[config.mk]
export PLATFORM = sky130hd
export DESIGN_NAME = keypad_scan_ctrl
export DESIGN_NICKNAME = d
export VERILOG_FILES = /design/src/rtl/keypad_pkg.sv /design/src/rtl/key_evt_fifo.sv /design/src/rtl/keypad_scan_ctrl.sv
export SDC_FILE = /design/constraint.sdc
export NUM_CORES = 1
export LEC_CHECK = 0
export ABC_AREA = 1
export CORE_AREA = 5 5 91 93
export CTS_BUF_LIST = sky130_fd_sc_hd__clkbuf_8
export CTS_CLUSTER_SIZE = 8
export DETAILED_ROUTE_END_ITERATION = 10
export DIE_AREA = 0 0 96 98
export PLACE_DENSITY = 0.6
export SYNTH_ARGS = -nofsm -noshare
export SYNTH_HDL_FRONTEND = slang
export SYNTH_SLANG_ARGS = --single-unit
[constraint.sdc]
create_clock -name clk -period 3.6 [get_ports clk]
set_input_delay 0.36 -clock clk [delete_from_list [all_inputs] [get_ports clk]]
set_output_delay 0.36 -clock clk [all_outputs]
set_load 0.1 [all_outputs]
[src/rtl/keypad_pkg.sv]
// Shared types, column strobe patterns and row decoding helpers for the 4x4 keypad scanner.
package keypad_pkg;

  typedef logic [3:0] key_code_t;

  typedef enum logic [1:0] {NONE, HIT, MULTI} scan_res_e;

  typedef enum logic [1:0] {IDLE, PRESS_DB, HELD, REL_DB} kp_state_e;

  localparam logic [3:0] COL_PAT_0 = 4'b1110;
  localparam logic [3:0] COL_PAT_1 = 4'b1101;
  localparam logic [3:0] COL_PAT_2 = 4'b1011;
  localparam logic [3:0] COL_PAT_3 = 4'b0111;

  function automatic logic [3:0] col_pattern(input logic [1:0] idx);
    logic [3:0] pat;
    unique case (idx)
      2'd0:    pat = COL_PAT_0;
      2'd1:    pat = COL_PAT_1;
      2'd2:    pat = COL_PAT_2;
      default: pat = COL_PAT_3;
    endcase
    return pat;
  endfunction

  // Index of the lowest active (low) row; only meaningful when exactly one row is low.
  function automatic logic [1:0] row_to_idx(input logic [3:0] row);
    logic [1:0] idx;
    idx = 2'd0;
    for (int i = 3; i >= 0; i--) begin
      if (!row[i]) idx = 2'(i);
    end
    return idx;
  endfunction

  function automatic logic [2:0] low_count(input logic [3:0] row);
    logic [2:0] n;
    n = 3'd0;
    for (int i = 0; i < 4; i++) begin
      n = n + {2'b00, ~row[i]};
    end
    return n;
  endfunction

endpackage

[src/rtl/key_evt_fifo.sv]
// Key event FIFO with valid/ready head; drops pushes when full (unless popped the same
// cycle) and flags each drop with a one-cycle overflow pulse.
module key_evt_fifo
  import keypad_pkg::*;
#(
  parameter int DEPTH = 4
) (
  input  logic      clk,
  input  logic      reset,
  input  logic      push_i,
  input  key_code_t data_i,
  input  logic      ready_i,
  output logic      valid_o,
  output key_code_t data_o,
  output logic      overflow_o
);

  localparam int AW = (DEPTH > 1) ? $clog2(DEPTH) : 1;
  localparam logic [AW:0] FULL_CNT = (AW + 1)'(DEPTH);

  key_code_t     mem_q [DEPTH];
  logic [AW-1:0] wr_ptr_q, rd_ptr_q;
  logic [AW:0]   count_q;
  logic          overflow_q;
  logic          empty, full, do_pop, do_push;

  assign empty   = (count_q == '0);
  assign full    = (count_q == FULL_CNT);
  assign do_pop  = ready_i && !empty;
  assign do_push = push_i && (!full || do_pop);

  // NOTE: sequential state uses non-blocking assignments so every register samples
  // pre-edge values regardless of statement order.
  always_ff @(posedge clk) begin
    if (reset) begin
      wr_ptr_q   <= '0;
      rd_ptr_q   <= '0;
      count_q    <= '0;
      overflow_q <= 1'b0;
    end else begin
      overflow_q <= push_i && full && !do_pop;
      if (do_push) wr_ptr_q <= wr_ptr_q + 1'b1;
      if (do_pop)  rd_ptr_q <= rd_ptr_q + 1'b1;
      unique case ({do_push, do_pop})
        2'b10:   count_q <= count_q + 1'b1;
        2'b01:   count_q <= count_q - 1'b1;
        default: ;
      endcase
    end
  end

  // NOTE: storage is deliberately not reset; count_q qualifies every read, so stale
  // entries are never visible and the array can map onto plain RAM/flops without reset.
  always_ff @(posedge clk) begin
    if (do_push) mem_q[wr_ptr_q] <= data_i;
  end

  assign valid_o    = !empty;
  assign data_o     = empty ? '0 : mem_q[rd_ptr_q];
  assign overflow_o = overflow_q;

endmodule

[src/rtl/keypad_scan_ctrl.sv]
// 4x4 keypad column scanner, per-scan debouncer and press-event scheduler.
// Define KEYPAD_REPEAT_EN to enable auto-repeat of a held key.
module keypad_scan_ctrl
  import keypad_pkg::*;
#(
  parameter int SCAN_DIV       = 1000,
  parameter int DEBOUNCE_SCANS = 4,
  parameter int FIFO_DEPTH     = 4,
  parameter int REPEAT_DELAY   = 50,
  parameter int REPEAT_RATE    = 10
) (
  input  logic       clk,
  input  logic       reset,
  input  logic [3:0] row,
  output logic [3:0] col,
  output logic       key_valid,
  output logic [3:0] key_code,
  input  logic       key_ready,
  output logic       overflow
);

  if (SCAN_DIV < 2 || DEBOUNCE_SCANS < 1 || FIFO_DEPTH < 2 ||
      REPEAT_DELAY < 1 || REPEAT_RATE < 1) begin : g_param_check
    $error("keypad_scan_ctrl: illegal parameter value");
  end

  localparam int SLOT_W = $clog2(SCAN_DIV);
  localparam logic [SLOT_W-1:0] SLOT_LAST = SLOT_W'(SCAN_DIV - 1);
  localparam int CNT_W = $clog2(DEBOUNCE_SCANS + 1);
  localparam logic [CNT_W-1:0] CNT_ONE = CNT_W'(1);
  localparam logic [CNT_W-1:0] DB_LAST = CNT_W'(DEBOUNCE_SCANS - 1);

  logic [SLOT_W-1:0] slot_q;
  logic [1:0]        col_idx_q;
  logic [3:0]        col_q;
  logic              scan_hit_q, scan_multi_q;
  key_code_t         scan_code_q;

  logic      sample, scan_done, same_hit;
  logic [2:0] slot_low;
  logic      slot_hit, slot_multi, acc_hit, acc_multi;
  key_code_t acc_code;
  scan_res_e scan_res;

  assign sample    = (slot_q == SLOT_LAST);
  assign scan_done = sample && (col_idx_q == 2'd3);

  // NOTE: every always_comb output gets a default first so no path can infer a latch.
  always_comb begin
    slot_low   = 3'd0;
    slot_hit   = 1'b0;
    slot_multi = 1'b0;
    acc_hit    = scan_hit_q;
    acc_multi  = scan_multi_q;
    acc_code   = scan_code_q;
    scan_res   = NONE;
    if (sample) begin
      slot_low   = low_count(row);
      slot_hit   = (slot_low == 3'd1);
      slot_multi = (slot_low > 3'd1);
      acc_hit    = scan_hit_q | slot_hit;
      acc_multi  = scan_multi_q | slot_multi | (slot_hit & scan_hit_q);
      if (slot_hit) acc_code = {col_idx_q, row_to_idx(row)};
    end
    if (acc_multi)    scan_res = MULTI;
    else if (acc_hit) scan_res = HIT;
  end

  always_ff @(posedge clk) begin
    if (reset) begin
      slot_q       <= '0;
      col_idx_q    <= 2'd0;
      col_q        <= COL_PAT_0;
      scan_hit_q   <= 1'b0;
      scan_multi_q <= 1'b0;
      scan_code_q  <= '0;
    end else if (sample) begin
      slot_q    <= '0;
      col_idx_q <= col_idx_q + 1'b1;
      col_q     <= col_pattern(col_idx_q + 1'b1);
      // The accumulator restarts with every new scan; the finished result feeds the FSM.
      scan_hit_q   <= scan_done ? 1'b0 : acc_hit;
      scan_multi_q <= scan_done ? 1'b0 : acc_multi;
      scan_code_q  <= scan_done ? '0 : acc_code;
    end else begin
      slot_q <= slot_q + 1'b1;
    end
  end

  kp_state_e        state_q;
  key_code_t        cand_q, push_code_q;
  logic [CNT_W-1:0] cnt_q;
  logic             push_q;

  assign same_hit = (scan_res == HIT) && (acc_code == cand_q);

`ifdef KEYPAD_REPEAT_EN
  localparam int REP_MAX = (REPEAT_DELAY > REPEAT_RATE) ? REPEAT_DELAY : REPEAT_RATE;
  localparam int REP_W = $clog2(REP_MAX + 1);
  logic [REP_W-1:0] rep_cnt_q, rep_last;
  logic             rep_started_q;
  assign rep_last = rep_started_q ? REP_W'(REPEAT_RATE - 1) : REP_W'(REPEAT_DELAY - 1);
`endif

  always_ff @(posedge clk) begin
    if (reset) begin
      state_q     <= IDLE;
      cand_q      <= '0;
      cnt_q       <= '0;
      push_q      <= 1'b0;
      push_code_q <= '0;
`ifdef KEYPAD_REPEAT_EN
      rep_cnt_q     <= '0;
      rep_started_q <= 1'b0;
`endif
    end else begin
      push_q <= 1'b0;
      if (scan_done) begin
        unique case (state_q)
          IDLE: begin
            if (scan_res == HIT) begin
              cand_q <= acc_code;
              cnt_q  <= CNT_ONE;
              if (DEBOUNCE_SCANS == 1) begin
                state_q     <= HELD;
                push_q      <= 1'b1;
                push_code_q <= acc_code;
              end else begin
                state_q <= PRESS_DB;
              end
            end
          end
          PRESS_DB: begin
            if (same_hit) begin
              if (cnt_q == DB_LAST) begin
                state_q     <= HELD;
                push_q      <= 1'b1;
                push_code_q <= cand_q;
              end else begin
                cnt_q <= cnt_q + 1'b1;
              end
            end else if (scan_res == HIT) begin
              cand_q <= acc_code;
              cnt_q  <= CNT_ONE;
            end else begin
              state_q <= IDLE;
            end
          end
          HELD: begin
            if (same_hit) begin
`ifdef KEYPAD_REPEAT_EN
              if (rep_cnt_q == rep_last) begin
                push_q        <= 1'b1;
                push_code_q   <= cand_q;
                rep_cnt_q     <= '0;
                rep_started_q <= 1'b1;
              end else begin
                rep_cnt_q <= rep_cnt_q + 1'b1;
              end
`endif
            end else begin
              if (DEBOUNCE_SCANS == 1) state_q <= IDLE;
              else                     state_q <= REL_DB;
              cnt_q <= CNT_ONE;
`ifdef KEYPAD_REPEAT_EN
              rep_cnt_q     <= '0;
              rep_started_q <= 1'b0;
`endif
            end
          end
          REL_DB: begin
            if (same_hit) begin
              state_q <= HELD;
            end else if (scan_res == HIT) begin
              state_q <= PRESS_DB;
              cand_q  <= acc_code;
              cnt_q   <= CNT_ONE;
            end else if (cnt_q == DB_LAST) begin
              state_q <= IDLE;
            end else begin
              cnt_q <= cnt_q + 1'b1;
            end
          end
          default: state_q <= IDLE;
        endcase
      end
    end
  end

  assign col = col_q;

  key_evt_fifo #(
    .DEPTH(FIFO_DEPTH)
  ) u_fifo (
    .clk       (clk),
    .reset     (reset),
    .push_i    (push_q),
    .data_i    (push_code_q),
    .ready_i   (key_ready),
    .valid_o   (key_valid),
    .data_o    (key_code),
    .overflow_o(overflow)
  );

endmodule

==> impl_metrics.env <==
export IMPL_status="completed"
export IMPL_crit_fanout=9
export IMPL_totalPowerFinal_uw=1480
export IMPL_yosys_warnings=0
export IMPL_dpl_hpwl_um=4830
export IMPL_cts_root_buffer="clkbuf_8"
export IMPL_clock_fmax_mhz=326
export IMPL_numClockSinks=62
export IMPL_netlist_area_leader_share_pct=27.8
export IMPL_drt_iter0_markers=142
export IMPL_clk_path_buf_depth=2
export IMPL_ctsHoldBuffers=0
export IMPL_cp_required_ns=3.83
export IMPL_ctsHtreeMaxLevel=3
export IMPL_drv_slew=0
export IMPL_grt_first_pass_wirelength_um=11400
export IMPL_synth_seq_cells=62
export IMPL_area_growth_synth_to_final_pct=15.4
export IMPL_min_period_over_period_pct=85.3
export IMPL_ys_seq_area_share_pct=42.4
export IMPL_antenna_found_initial=0
export IMPL_min_period_ns=3.07
export IMPL_grt_remaining_overflow=0
export IMPL_grt_start_max_net_pins=24
export IMPL_powerDensity_nw_per_um2=388
export IMPL_path_clk_slew_ns=0.07
export IMPL_grt_pass1_vias=2492
export IMPL_numCtsBuffers=9
export IMPL_setup_viol=0
export IMPL_crit_path_end_kind="flop"
export IMPL_fp_dieH_um=98
export IMPL_cap_violations=0
export IMPL_diodes=0
export IMPL_avgViaCountPerCell=4.66
export IMPL_coreArea_um2=7450
export IMPL_tightestPinTransition_ns=0.967
export IMPL_min_path_type="reg2reg"
export IMPL_syn_area_um2=3310
export IMPL_dieArea_um2=9410
export IMPL_clock_skew_ns=0.0121
export IMPL_synth_distinct_cells=32
export IMPL_peakVddDrop_uv=179
export IMPL_grt_total_usage_pct=15.3
export IMPL_rows=32
export IMPL_antenna_left=0
export IMPL_drc=0
export IMPL_placed_cell_area_um2=3580
export IMPL_post_cts_buffers=0
export IMPL_slew_headroom_pct=35.4
export IMPL_first_pass_iters=6
export IMPL_cts_tree="yes"
export IMPL_worst_setup_path_start_kind="input pin"
export IMPL_fin_tns_setup_ns=0
export IMPL_clk_latency_ns=0.34
export IMPL_start_util_pct=44.4
export IMPL_dp_cells=545
export IMPL_fill_cells=735
export IMPL_wl_um=6520
export IMPL_die_x_um=96
export IMPL_pin_count=17
export IMPL_rsz0062_at_grt="no"
export IMPL_wl_per_cell_um=11.6
export IMPL_syn_num_nets=453
export IMPL_port_buffers=16
export IMPL_layout_drive_gt1_share_pct=13.7
export IMPL_hold_viol_final=0
export IMPL_yosysTopAreaCell="dfxtp_1"
export IMPL_synthCells=430
export IMPL_fin_nets=477
export IMPL_leakage_uw=0.00159
export IMPL_layout_cells_non_filler=561
export IMPL_cts_resized_gates=0
export IMPL_fin_area_um2=3820
export IMPL_final_util_pct=51.2
export IMPL_worst_ep_arrival_time_ns=3.30
export IMPL_worstSetupPathType="in2reg"
export IMPL_vias=2613
export IMPL_syn_avg_cell_area_um2=7.69
export IMPL_place_congestion=0.837
export IMPL_synth_area_top_cells="dfxtp_1 (28%), edfxtp_1 (15%), nand2_1 (9.4%)"
==> area by class of cell <==
cell class | instances | area, µm² | share of cell area (%)
multi-input combinational | 294 | 1620 | 42.5
sequential | 62 | 1400 | 36.7
inverter | 70 | 265 | 6.95
timing repair buffer | 17 | 168 | 4.39
clock buffer | 11 | 151 | 3.97
tap | 102 | 128 | 3.34
clock inverter | 5 | 81.3 | 2.13
==> final timing paths <==
kind | slack (ns) | start | end | depth (start not counted)
worst min register to register | 0.45 | push_q | u_fifo.overflow_o | 2
worst max register to register | 1.40 | slot_q[0] | state_q[0] | 13
worst max-delay path | 0.53 | row[0] | push_code_q[0] | 18
worst min-delay path | 0.45 | push_q | u_fifo.overflow_o | 2
==> worst max-delay path: stages <==
cell and delay, ns:
clkdlybuf4s50_1 0.46, fa_1 0.54, inv_1 0.04, ha_1 0.18, inv_1 0.06, ha_1 0.21
inv_1 0.06, nand3_2 0.14, o21ai_0 0.26, nand2_2 0.10, nand3_1 0.08, nand2_1 0.08
nor2_2 0.15, nand2_2 0.12, nor2_4 0.12, nand3_4 0.12, nor2_1 0.14, nor2_1 0.06
==> synthesized netlist by cell type, drive strengths merged <==
master and n:
nand2 99, nor2 76, inv 70, dfxtp 46
a21oi 28, o21ai 27, nand3 23, edfxtp 16
ha 14, nor3 9, nand4 6, nor3b 3
buf 2, clkbuf 2, fa 2, xor2 2
a2111oi 1, a21boi 1, nand3b 1, o211ai 1
o21bai 1
==> metrics by stage <==
stage	hold WS [ns]	setup WS (ns)
floorplan	0.418	0.470
global placement	0.428	0.182
detailed placement	0.440	0.145
CTS	0.452	0.526
global route	0.486	0.252
finish	0.449	0.528
==> routing by layer <==
layer | up-vias | global-route usage [%] | routed length (µm)
met5 | - | 0 | 0
met4 | 0 | 6.56 | 133
met3 | 10 | 3.00 | 260
met2 | 45 | 24.2 | 3020
met1 | 1141 | 19.9 | 3110
li1 | 1417 | - | -
==> flip-flops by register name, indices dropped and copies added (netlist names), named ones only <==
register and cells:
cand_q 4, slot_q 10, scan_code_q 4, scan_hit_q 1, u_fifo.mem_q 16, state_q 2, push_code_q 4, u_fifo.rd_ptr_q 2
col_idx_q 2, cnt_q 3, u_fifo.wr_ptr_q 2, col 4, scan_multi_q 1, u_fifo.overflow_o 1, push_q 1, u_fifo.count_q 3
==> kinds of logic after synthesis <==
group / synth area share, %
adders and majority gates: 6.51
buffers and inverters: 8.62
DFF: 42.4
AOI/OAI and AO/OA: 9.38
xor gates and xnor gates: 0.530
and+or+nand+nor: 32.6
==> power by group <==
part | total (µW) | internal, µW | switching, µW
Combinational | 57.0 | 21.9 | 35.1
Sequential | 715 | 713 | 2.04
Clock | 710 | 428 | 282
==> layout by cell type, fill, tap and decap left out, types with 4 or more instances in the layout <==
cell             synthesis  final
nor2_1                  63     63
clkdlybuf4s50_1          0     16
nand3_1                 16     16
nor2_4                   7      7
clkbuf_8                 0     11
nand3_2                  4      4
o21ai_0                 27     27
nand2_2                 15     15
nor3_1                   8      8
ha_1                    14     14
nand4_1                  6      6
dfxtp_1                 46     46
inv_1                   63     63
inv_2                    6      6
a21oi_1                 27     27
nand2_1                 83     83
edfxtp_1                16     16
nor2_2                   6      6
Note: power is estimated with default switching activity, not from simulation.
==> RTL edit 1: new RTL, same flow settings <==
Build with the macro `KEYPAD_REPEAT_EN` defined.
--- a/src/rtl/keypad_scan_ctrl.sv
+++ b/src/rtl/keypad_scan_ctrl.sv
@@ -1,5 +1,7 @@
 // 4x4 keypad column scanner, per-scan debouncer and press-event scheduler.
 // Define KEYPAD_REPEAT_EN to enable auto-repeat of a held key.
+`define KEYPAD_REPEAT_EN
+
 module keypad_scan_ctrl
   import keypad_pkg::*;
 #(
Behaviour: same outputs for any inputs over 10 cycles, from zero or initial values and one cycle with reset high; that may be too few to reach the edited logic, so the function may still have changed.
==> RTL edit 1 against the original RTL <==
  * Sequential power is 11% higher
  * Largest cell class unchanged
  * Routed wire length is 6.3% higher
  * Total power is 4.3% lower
  * Setup slack worse by 0.16 ns
  * Cell area is 8.8% higher
  * Area after synthesis is 12% higher
  * Sequential cell count is 7 higher
  * Register-to-register slack worse by 0.06 ns
==> RTL edit 1: results (changes against the original RTL) <==
| Metric | Value |
|---|---|
| Placed cell count | 573 (+5.1%) |
| Met1 Use GR | 0.207 (+0.00717) |
| Largest net degree at the start of global routing | 16 (-33%) |
| Top flop regs | u_fifo.mem_q x16, slot_q x10, rep_cnt_q x6 |
| Synth area leaders | dfxtp_1 29%, edfxtp_1 13%, nand2_1 7.7%, ha_1 7.1%, nor2_1 6.5% |
| Pleak | 1.68 nW (+5.9%) |
| Syn Nets | 488 (+7.7%) |
| VDD IR max | 0.000185 V (+3.3%) |
| Seq. pwr | 0.000792 W (+11%) |
| Multiplexer share of the synthesized area | 0.00270 (+0.00270) |
| Most frequent cells after synthesis | 76 x nand2_1, 64 x nor2_1, 61 x inv_1 |
| Post-DP HPWL | 5300 µm (+9.8%) |
| Dpl ws | -0.0211 ns (-0.166 ns) |
| First-pass GRT wire length | 12100 µm (+6.4%) |
| P per Cell Area | 342 nW/µm² (-12%) |
| Placed inst area | 3980 µm² (+11%) |
| Switching pwr | 0.000354 W (+11%) |
| R2R depth | 16 (+3) |
| CP arrival | 3.47 ns (+0.17 ns) |
| M1 WL | 3290 µm (+5.9%) |
| Post-Synth XOR/XNOR Area | 0.0142 (+0.00887) |
| Critical R2R Launch | slot_q[0] |
| Gr usage total | 0.161 (+0.00811) |
| Post-Layout Cell Count | 589 (+5.0%) |
| Power share of the clock group | 0.399 (-0.080) |
| Via count | 2885 (+10%) |
| Hold path depth | 2 (unchanged) |
| Post-Syn Instances | 458 (+6.5%) |
| Routed wl met2 | 3150 µm (+4.2%) |
| Setup WS post-layout | 0.371 ns (-0.157 ns) |
| Iteration count of the initial detailed-routing pass | 4 (-2) |
| Sequential share of the synthesized area | 0.415 (-0.00823) |
| Post-synth cell types | 40 (+25%) |
| Compound-cell area share of the yosys netlist | 0.112 (+0.0185) |
| Final Max Slew Viols | 0 (unchanged) |
| Met3 usage | 0.0547 (+0.0247) |
| Share of cells above drive strength 1 | 0.152 (+0.0147) |
| Setup Skew | 0.0121 ns (-0.0000279 ns) |
| GPL Wtd Cong | 0.913 (+9.1%) |
| Met3 WL post-DR | 290 µm (+12%) |
| Reg-to-reg slack, setup | 1.34 ns (-0.06 ns) |
| Vias in the first global route | 2731 (+9.6%) |
| Met2 Use GR | 0.246 (+0.00372) |
| Fin nets | 512 (+7.3%) |
| R2R Path End | cand_q[1] |
| Top sig layer | met4 |
| Post-Synth Adder-Cell Area | 0.0816 (+0.0165) |
| Clock transition at path regs | 0.08 ns |
| Outcome | completed |
RTL edit 1: final cells by class:
type	count	area (µm²)
clock buffers	9	124
well taps	102	128
fillers	696	3290
multi-input cells	313	1880
flip-flops and latches	69	1540
repair buffers	18	165
inverters	71	267
clock inverters	7	51.3
RTL edit 1: critical path, delay by kind of cell:
kind | cells | cell delay [ns]
compound gates | 1 | 0.20
fa+ha+maj | 3 | 0.94
buf+inv | 6 | 0.77
simple gates | 12 | 1.20
RTL edit 1: worst min-delay path by stage:
stage	start	endpoint	slack (ns)
5_1_grt	push_q	u_fifo.overflow_o	0.46
4_1_cts	push_q	u_fifo.overflow_o	0.45
2_1_floorplan	slot_q[0]	slot_q[0]	0.42
6_report	push_q	u_fifo.overflow_o	0.45
3_5_place_dp	slot_q[0]	slot_q[0]	0.44
3_3_place_gp	slot_q[0]	slot_q[0]	0.43
==> RTL edit 2: new RTL, config.mk and constraints unchanged <==
Without the edit above. Register the output `overflow`, without a reset; this adds one clock of latency there. The other outputs are not delayed to match. Comments in the files are not updated.
--- a/src/rtl/keypad_scan_ctrl.sv
+++ b/src/rtl/keypad_scan_ctrl.sv
@@ -19,6 +19,8 @@
   output logic       overflow
 );
 
+  logic overflow_d;
+
   if (SCAN_DIV < 2 || DEBOUNCE_SCANS < 1 || FIFO_DEPTH < 2 ||
       REPEAT_DELAY < 1 || REPEAT_RATE < 1) begin : g_param_check
     $error("keypad_scan_ctrl: illegal parameter value");
@@ -199,8 +201,12 @@
     .ready_i   (key_ready),
     .valid_o   (key_valid),
     .data_o    (key_code),
-    .overflow_o(overflow)
+    .overflow_o(overflow_d)
   );
 
+  always_ff @(posedge clk) begin
+    overflow <= overflow_d;
+  end
+
 endmodule
 
Check against the original RTL: same outputs for any inputs over 10 cycles, from zero or initial values and one cycle with reset high; that may be too few to reach the edited logic, so the function may still have changed.
==> RTL edit 2 against the original RTL <==
  * Sequential cell count up 1
  * Routed wire length down 4.4%
  * Maximum frequency down 0.23%
  * Critical path type unchanged
  * Area after synthesis up 0.61%
  * Total power down 2.2%
  * Setup slack worse by 0.0070 ns
  * Via count down 1.0%
  * Core utilization about the same
  * Cell area about the same
  * Global-route usage down 0.28 points
  * Highest routed layer unchanged
==> RTL edit 2: results (changes against the original RTL) <==
| Metric | Value |
|---|---|
| Post-Synth Adder-Cell Area | 0.0647 (-0.000391) |
| Met3 usage | 0.0532 (+0.0231) |
| Critical path destination | cand_q[3] |
| DRT iter0 DRCs | 100 (-30%) |
| Resized Gates After CTS | 0 (unchanged) |
| Vias per cell | 4.60 (-1.2%) |
| Worst Hold Launch | u_fifo.overflow_o |
| M1 WL | 3010 µm (-3.2%) |
| Gr usage total | 0.150 (-0.00279) |
| Setup Skew | 0.0112 ns (-0.000908 ns) |
| VDD IR max | 0.000161 V (-9.7%) |
| Hold EP | overflow |
| Outcome | completed |
| Hold path depth | 0 (-2) |
| Final WL | 6240 µm (-4.4%) |
| Share of cells above drive strength 1 | 0.135 (-0.00247) |
| Syn Nets | 454 (+0.22%) |
| Synth area leaders | dfxtp_1 28%, edfxtp_1 14%, nand2_1 9.4%, inv_1 7.1%, nor2_1 7.1% |
| Vias in the first global route | 2507 (+0.60%) |
| Routed wl met2 | 2880 µm (-4.8%) |
| Met3 WL post-DR | 245 µm (-5.8%) |
| Iteration count of the initial detailed-routing pass | 4 (-2) |
| Met1 Use GR | 0.185 (-0.0148) |
| Worst path depth | 22 (+4) |
| Async SR Flop Fraction | 0 (unchanged) |
| First-pass GRT wire length | 11100 µm (-2.5%) |
| Post-Synth XOR/XNOR Area | 0.00526 (-0.0000318) |
| Pleak | 1.60 nW (+0.82%) |
| Compound-cell area share of the yosys netlist | 0.0932 (-0.000564) |
| Sequential share of the synthesized area | 0.427 (+0.00347) |
| Seq. pwr | 0.000726 W (+2%) |
| Most frequent cells after synthesis | 83 x nand2_1, 63 x inv_1, 63 x nor2_1 |
| Largest net degree at the start of global routing | 24 (unchanged) |
| Max FO, Critical Path | 8 (-1) |
| Top flop regs | u_fifo.mem_q x16, slot_q x10 |
| Top sig layer | met4 |
| Switching pwr | 0.000302 W (-5.6%) |
| Post-DP HPWL | 4770 µm (-1.3%) |
| Slew headroom | 0.352 (-0.00157) |
| Post-synth EDFFs | 16 (unchanged) |
| Filler cells | 761 (+3.5%) |
| Port buffer count | 16 (unchanged) |
| Logic pwr share | 0.040 (+0.002) |
| Fin nets | 478 (+0.21%) |
| GPL Wtd Cong | 0.883 (+5.6%) |
| Met2 Use GR | 0.238 (-0.00372) |
[RTL edit 2: changes by cell type after synthesis, sizes merged]
cell,delta
dfxtp,+1
[RTL edit 2: metrics by stage]
stage / hold WS [ns] / setup WS [ns] / power (W) / cell area [µm²] / std cells
2_1_floorplan: 0.310 / 0.470 / 0.000783 / 3330 / 431
3_3_place_gp: 0.313 / 0.221 / 0.000800 / 3600 / 546
3_5_place_dp: 0.312 / 0.155 / 0.000801 / 3600 / 546
4_1_cts: 0.328 / 0.547 / 0.00147 / 3810 / 562
5_1_grt: 0.352 / 0.285 / 0.00151 / 3810 / 562
6_report: 0.328 / 0.521 / 0.00145 / 3810 / 562
[RTL edit 2: cell type report]
class / instances / area, µm² / area share
tap: 102 / 128 / 0.0335
inverter: 70 / 265 / 0.0695
timing repair buffer: 17 / 163 / 0.0426
multi-input combinational: 294 / 1620 / 0.425
clock inverter: 6 / 78.8 / 0.0207
sequential: 63 / 1420 / 0.373
clock buffer: 10 / 138 / 0.0361
